===== config.mk =====
export PLATFORM = sky130hd
export DESIGN_NAME = fir_mac_datapath
export DESIGN_NICKNAME = d
export VERILOG_FILES = /design/src/rtl/fir_pkg.sv /design/src/rtl/fir_sample_buffer.sv /design/src/rtl/fir_mac_datapath.sv
export SDC_FILE = /design/constraint.sdc
export NUM_CORES = 2
export LEC_CHECK = 0
export CAP_MARGIN = 5
export CORE_MARGIN = 2
export CORE_UTILIZATION = 40
export DETAILED_ROUTE_END_ITERATION = 16
export PLACE_DENSITY = 0.66
export SLEW_MARGIN = 20
export SYNTH_ARGS = -nofsm -noshare
export SYNTH_HDL_FRONTEND = slang
export SYNTH_SLANG_ARGS = --single-unit

===== constraint.sdc =====
create_clock -name clk -period 39.3 [get_ports clk]
set_input_delay 5.895 -clock clk [delete_from_list [all_inputs] [get_ports clk]]
set_output_delay 5.895 -clock clk [all_outputs]
set_load 0.005 [all_outputs]

===== src/rtl/fir_pkg.sv =====
// fir_pkg: shared widths and width-derivation helpers for the FIR engine
package fir_pkg;
    localparam int INPUT_WIDTH_D = 16;
    localparam int COEFF_WIDTH_D = 16;
    function automatic int counter_bits(input int n);
        return $clog2(n);
    endfunction
    function automatic int acc_width(input int iw, input int cw, input int n);
        return iw + cw + counter_bits(n);
    endfunction
endpackage


===== src/rtl/fir_sample_buffer.sv =====
// fir_sample_buffer: circular sample delay line with modular tap addressing
module fir_sample_buffer
    import fir_pkg::*;
#(
    parameter int N = 64,
    parameter int W = INPUT_WIDTH_D,
    localparam int CB = counter_bits(N)
) (
    input  logic                clk,
    input  logic                rst,
    input  logic                we,
    input  logic signed [W-1:0] wdata,
    input  logic [CB-1:0]       tap,
    output logic signed [W-1:0] rdata,
    output logic [CB-1:0]       head
);
    logic signed [W-1:0] mem [N];
    logic [CB-1:0] next_head;
    logic [CB-1:0] rd_addr;

    assign next_head = (head == CB'(N-1)) ? '0 : head + 1'b1;
    assign rd_addr = CB'({1'b0, head} + ((head >= tap) ? '0 : (CB+1)'(N)) - {1'b0, tap});
    assign rdata = mem[rd_addr];

    // newest sample lands one slot past the previous head; reset empties the history
    always_ff @(posedge clk or posedge rst) begin
        if (rst) begin
            head <= CB'(N-1);
            for (int i = 0; i < N; i++) mem[i] <= '0;
        end else if (we) begin
            head <= next_head;
            mem[next_head] <= wdata;
        end
    end
endmodule


===== src/rtl/fir_mac_datapath.sv =====
// fir_mac_datapath: time-multiplexed FIR multiply-accumulate engine, one tap per enabled cycle
module fir_mac_datapath
    import fir_pkg::*;
#(
    parameter int NUMBER_OF_TAPS = 64,
    parameter int INPUT_WIDTH = INPUT_WIDTH_D,
    parameter int COEFF_WIDTH = COEFF_WIDTH_D,
    localparam int COUNTER_BITS = counter_bits(NUMBER_OF_TAPS),
    localparam int ACC_WIDTH = acc_width(INPUT_WIDTH, COEFF_WIDTH, NUMBER_OF_TAPS)
) (
    input  logic                          clk,
    input  logic                          rst,
    input  logic                          clk_enable,
    input  logic [COUNTER_BITS-1:0]       current_count,
    input  logic                          phase_min,
    input  logic signed [INPUT_WIDTH-1:0] filter_in,
    input  logic signed [COEFF_WIDTH-1:0] coeff_in,
    output logic signed [ACC_WIDTH-1:0]   filter_out,
    output logic                          filter_out_valid
);
    localparam int PROD_WIDTH = INPUT_WIDTH + COEFF_WIDTH;

    logic signed [INPUT_WIDTH-1:0] tap_sample;
    logic signed [INPUT_WIDTH-1:0] sample;
    logic signed [PROD_WIDTH-1:0]  prod;
    logic signed [ACC_WIDTH-1:0]   prod_ext;
    logic signed [ACC_WIDTH-1:0]   acc;
    logic first;
    logic last;
    logic s1_valid;
    logic primed;

    fir_sample_buffer #(.N(NUMBER_OF_TAPS), .W(INPUT_WIDTH)) u_buf (
        .clk   (clk),
        .rst   (rst),
        .we    (clk_enable && phase_min),
        .wdata (filter_in),
        .tap   (current_count),
        .rdata (tap_sample),
        .head  ()
    );

    assign sample = (current_count == '0) ? filter_in : tap_sample;
    assign prod_ext = ACC_WIDTH'(prod);

    // stage 1: product of the current tap plus phase-boundary markers
    always_ff @(posedge clk or posedge rst) begin
        if (rst) begin
            prod <= '0;
            first <= 1'b0;
            last <= 1'b0;
            s1_valid <= 1'b0;
            primed <= 1'b0;
        end else if (clk_enable) begin
            prod <= PROD_WIDTH'(sample) * PROD_WIDTH'(coeff_in);
            first <= phase_min;
            last <= (current_count == COUNTER_BITS'(NUMBER_OF_TAPS-1)) && (primed || phase_min);
            s1_valid <= 1'b1;
            if (phase_min) primed <= 1'b1;
        end
    end

    // stage 2: running sum, published with a one-cycle pulse on the final tap
    always_ff @(posedge clk or posedge rst) begin
        if (rst) begin
            acc <= '0;
            filter_out <= '0;
            filter_out_valid <= 1'b0;
        end else begin
            filter_out_valid <= clk_enable && s1_valid && last;
            if (clk_enable && s1_valid) begin
                acc <= first ? prod_ext : acc + prod_ext;
                if (last) filter_out <= (first ? '0 : acc) + prod_ext;
            end
        end
    end
endmodule


; Yosys cells after proc, flatten, opt, wreduce, memory -nomap -nowiden
; Cells that the tools add are included.
[totals]
reg_bits = 1143
out_inout_bits = 39
word_cells = 105
[op_classes]
magnitude_cmp = 3
n_mul = 1
addsub = 5
eq_ne = 2
mux = 10
n_reduce_logical = 9
bitwise_logic = 2
[ops]
columns = operator, count
row1 = $bwmux 1024, 1
row2 = $bmux 16 s6, 1
row3 = $demux 16 s6, 1
row4 = $mux 38, 2
row5 = $mux 16, 4
row6 = $add 38x32->38, 1
row7 = $add 38x38->38, 1
row8 = $mul 16x16->32, 1
row9 = $ge 7x7->1 const B, 2
row10 = $not 6->7, 2
row11 = $eq 6x6->1 const B, 2
row12 = $lt 7x1->1 const B, 1
row13 = $add 6x1->6 const B, 1
row14 = $add 6x6->6 const B, 1
row15 = $logic_not 6->1, 1
row16 = $mux 6, 1
row17 = $sub 6x6->6, 1
row18 = $logic_and 1x1->1, 5
row19 = $reduce_and 2->1, 2
row20 = $logic_or 1x1->1, 1

; Longest topological paths before layout
[depth]
depth_word = 8
ltp_mapped = 38

; Hierarchy
; A second synthesis with hierarchy kept.
[hier_totals]
hier_cells = 5025
area_unflattened_um2 = 66135.9
[modules_own_cells]
columns = module, instances, area_each_um2, seq_area_each_um2, cells_each
row1 = fir_sample_buffer, 1, 48017.3, 25782.2, 3005
row2 = fir_mac_datapath, 1, 18118.6, 2827.7, 2020

; Least setup slack after synthesis
; OpenSTA, ideal clock, no wires.
[synth_path]
kind = input -> register
start = in current_count[0]
end = reg prod[30]
t_required_ps = 39175
arrival_ps = 14258
stages = 34
n_path_buf = 5
slack_ps = 24917
path_cell_list = ha_1 -> fa_1 -> buf_2 -> buf_2 -> buf_2 -> clkbuf_1 -> mux4_2 -> mux4_2 -> a211oi_2 -> a21oi_1 -> mux2i_4 -> buf_4 -> nor2b_1 -> fa_1 -> inv_1 -> fa_1 -> fa_1 -> fa_1 -> inv_1 -> fa_1 -> inv_1 -> fa_1 -> inv_1 -> ha_1 -> nand3_1 -> nand2_1 -> a41oi_1 -> o21a_1 -> a221oi_1 -> o21ai_0 -> a31oi_1 -> a31oi_1 -> xnor2_1 -> mux2_2
[synth_between]
elab_chain_len = 7
[synth_lines]
columns = item, line
row1 = start: declaration, fir_mac_datapath.sv:14  ; input logic [COUNTER_BITS-1:0] current_count,
row2 = $sub 6x6->6, fir_sample_buffer.sv:22  ; assign rd_addr = CB'({1'b0, head} + ((head >= tap) ? '0 : (CB+1)'(N)) - {1'b0, tap});
row3 = $not 6->7 (implied by the code), fir_sample_buffer.sv:23  ; assign rdata = mem[rd_addr];
row4 = $bmux 16 s6, fir_sample_buffer.sv:23
row5 = $mux 16 (implied by the code) (2 in series), fir_sample_buffer.sv:23
row6 = $mux 16 (*), fir_mac_datapath.sv:43  ; assign sample = (current_count == '0) ? filter_in : tap_sample;
row7 = $mul 16x16->32 (*), fir_mac_datapath.sv:55  ; prod <= PROD_WIDTH'(sample) * PROD_WIDTH'(coeff_in);
row8 = end signal: assignment, fir_mac_datapath.sv:55
row9 = end: declaration, fir_mac_datapath.sv:25  ; logic signed [PROD_WIDTH-1:0] prod;
; Mark *: on every way between the ends. The rest lies on a longest branch, timed or not. The select of a mux whose other input is x is not followed.
; A chain may end at the register's enable or synchronous reset.

; Worst setup path in the final report
; Same ends and word-level chain as after synthesis.

==> results.yml <==
setup_path:
  worstPathRequired_ps: 39880
  reg2reg_from: "u_buf.head[0]$_DFFE_PP1P_"
  crit_type: "input port to register"
  rrSetupSlack_ps: 27070
  crit_arrival_ps: 17610
  startpoint_type: "input port"
  reg2reg_depth: 33
  setup.worst_path.start: "current_count[0]"
  path_common_cell: "fa_1"
  endpoint: "prod[30]$_DFFE_PP0P_"
  cp_max_fo: 127
  crit_path_top_delay_cell: "fa_4"
  rr_endpoint: "prod[30]$_DFFE_PP0P_"
  critPathCaptureType: "register"
  worst_path_largest_cell_delay_ps: 1150
synthesis:
  synthDistinctLibCells: 70
  syn_inst: 4898
  ys.flop_type: "dfrtp_1"
  syn_area_per_cell_um2: 13.4
  yosys_warnings: 0
  synth-edff-count: 0
  yosys_register_bits: 1143
  synthArstFlopShare_pct: 100
  synth_nets: 5367
  ys_seq_area_share_pct: 43.6
  syn-cell-area_um2: 65700
layout:
  final_util_pct: 44.5
  final_area_um2: 72500
  layout-drive-gt1-share_pct: 34.6
  layout_commonest_cell: "dfrtp_1"
  nNetsFinal: 5332
  areaGrowthSynthToFinish_pct: 10.3
  final_cell_mix: "dfrtp_1, mux2_2, inv_1"
  layout.cells.non_filler: 7134
timing:
  period_share_pct: 43.3
  slew_headroom_pct: 13.0
  setup_violations: 0
  finClkSkew_ps: 95.9
  finalSetupTns_ps: 0
  clock.fmax_ghz: 0.0587
  rsz0062_at_grt: "false"
  period_needed_ps: 17030
  hold_viol_final: 0
  worstMarginPinSlew_ps: 1300
  slew_viol_final: 0
route:
  drcViolationCount: 0
  drt_iter0_drc: 2536
  first_pass_iters: 7
  via_per_inst: 5.55
  wl_per_cell_um: 22.8
  via_count: 39591
  antenna_left: 0
  drt-total-wl_um: 163000
cts:
  tritoncts: "done"
  cts_setup_buffers: 0
  path_clk_slew_ps: 60
  clockBufferDepth: 3
  clock-sinks: 1143
  cts-resized-gates: 0
  clock_latency_ps: 790
  cts_inserted_buffers: 119
  hold_buffers: 0
  htreeDepth: 3
  cts_root_buffer: "clkbuf_16"
global_route:
  grt_antenna_before_repair: 8
  grt_pass1_vias: 42329
  grt_use_met3_pct: 3.43
  grt_usage_pct: 19.7
  use_met2_pct: 32.0
  overflow: 0
  grt_max_degree: 186
  grt_first_pass_wirelength_um: 255000
  use_met1_pct: 27.4
  top_usage_layer: "met2"
floorplanning:
  fp.dieArea_um2: 167000
  start_util_pct: 40.3
  core_area_um2: 163000
  fp-row-count: 148
  die_y_um: 409
  pin_count: 81
  fp.dieW_um: 409
outcome:
  status: "finished clean"
min_path:
  hold_class: "register to register"
  hp-start: "filter_out[12]$_DFFE_PP0P_"
placement:
  port_buffers: 80
  place_hpwl_um: 102000
  placed_cells: 6917
  gp_congestion: 0.861
  dpl_cell_area_um2: 68500
run:
  max-cap-violations: 0
-- registers in the layout, indices dropped and copies added (netlist names) --
name              cells
acc                  38
primed                1
last                  1
s1_valid              1
prod                 32
filter_out_valid      1
u_buf.head            6
first                 1
filter_out           38
u_buf.mem          1024
-- metal layers --
metal,part of all wire (%),vias to the layer above
met1,45,21337
met4,2.1,4
met3,5.1,208
met5,0.012,-
li1,-,17199
met2,48,843
-- kinds of logic after synthesis --
group,share of synthesized area [%]
XOR/XNOR,1.48
adder cells (fa/ha/maj),11.2
multiplexers,29.8
flip-flops,43.6
AO/OA/AOI/OAI,4.10
buffers and inverters,4.15
AND/OR/NAND/NOR,5.72
-- how the worst min path moves through the flow --
stage,slack [ps],end,depth (start not counted)
2_1_floorplan,440,primed$_DFFE_PP0P_,1
4_1_cts,480,filter_out[12]$_DFFE_PP0P_,2
3_3_place_gp,460,primed$_DFFE_PP0P_,1
6_report,470,filter_out[12]$_DFFE_PP0P_,2
5_1_grt,500,filter_out[12]$_DFFE_PP0P_,2
3_5_place_dp,460,filter_out[12]$_DFFE_PP0P_,2
-- synth_stat cells (103+ instances only) --
cell type	instances	area (um2)
nand2_1	190	713
clkbuf_1	246	923
dfrtp_1	1137	28500
nor2b_1	182	1140
mux2_2	1051	11800
nand2b_1	103	644
ha_1	161	2010
inv_1	321	1200
mux4_2	310	6980
a21oi_1	117	586
nor2_1	113	424
fa_1	266	5330
o21ai_0	123	616
-- critical path: cells and delay by family --
family | cells | cell delay, ps
simple gates | 4 | 630
xor+xnor | 1 | 140
mux | 4 | 1680
buf+inv | 7 | 2090
fa+ha+maj | 9 | 4740
compound gates | 8 | 2180
-- metrics by stage --
| step | setup WS (ps) | hold WS [ps] |
|---|---|---|
| final | 22270 | 472 |
| after global routing | 21830 | 500 |
| after CTS | 22400 | 476 |
| after detailed placement | 21660 | 463 |
| after global placement | 21710 | 458 |
| after floorplan | 1220 | 436 |
-- cell type report --
class,instances,area [um2]
Fill cell,14726,90500
Tap cell,2175,2720
Inverter,321,1210
Sequential cell,1143,28600
Clock buffer,176,3460
Antenna cell,3,7.51
Timing Repair Buffer,175,1490
Multi-Input combinational cell,3103,34400
Clock inverter,38,500
Power is left out: the tool's default activity adds up to more than one toggle a clock period on the data nets, which glitch-free logic cannot reach.
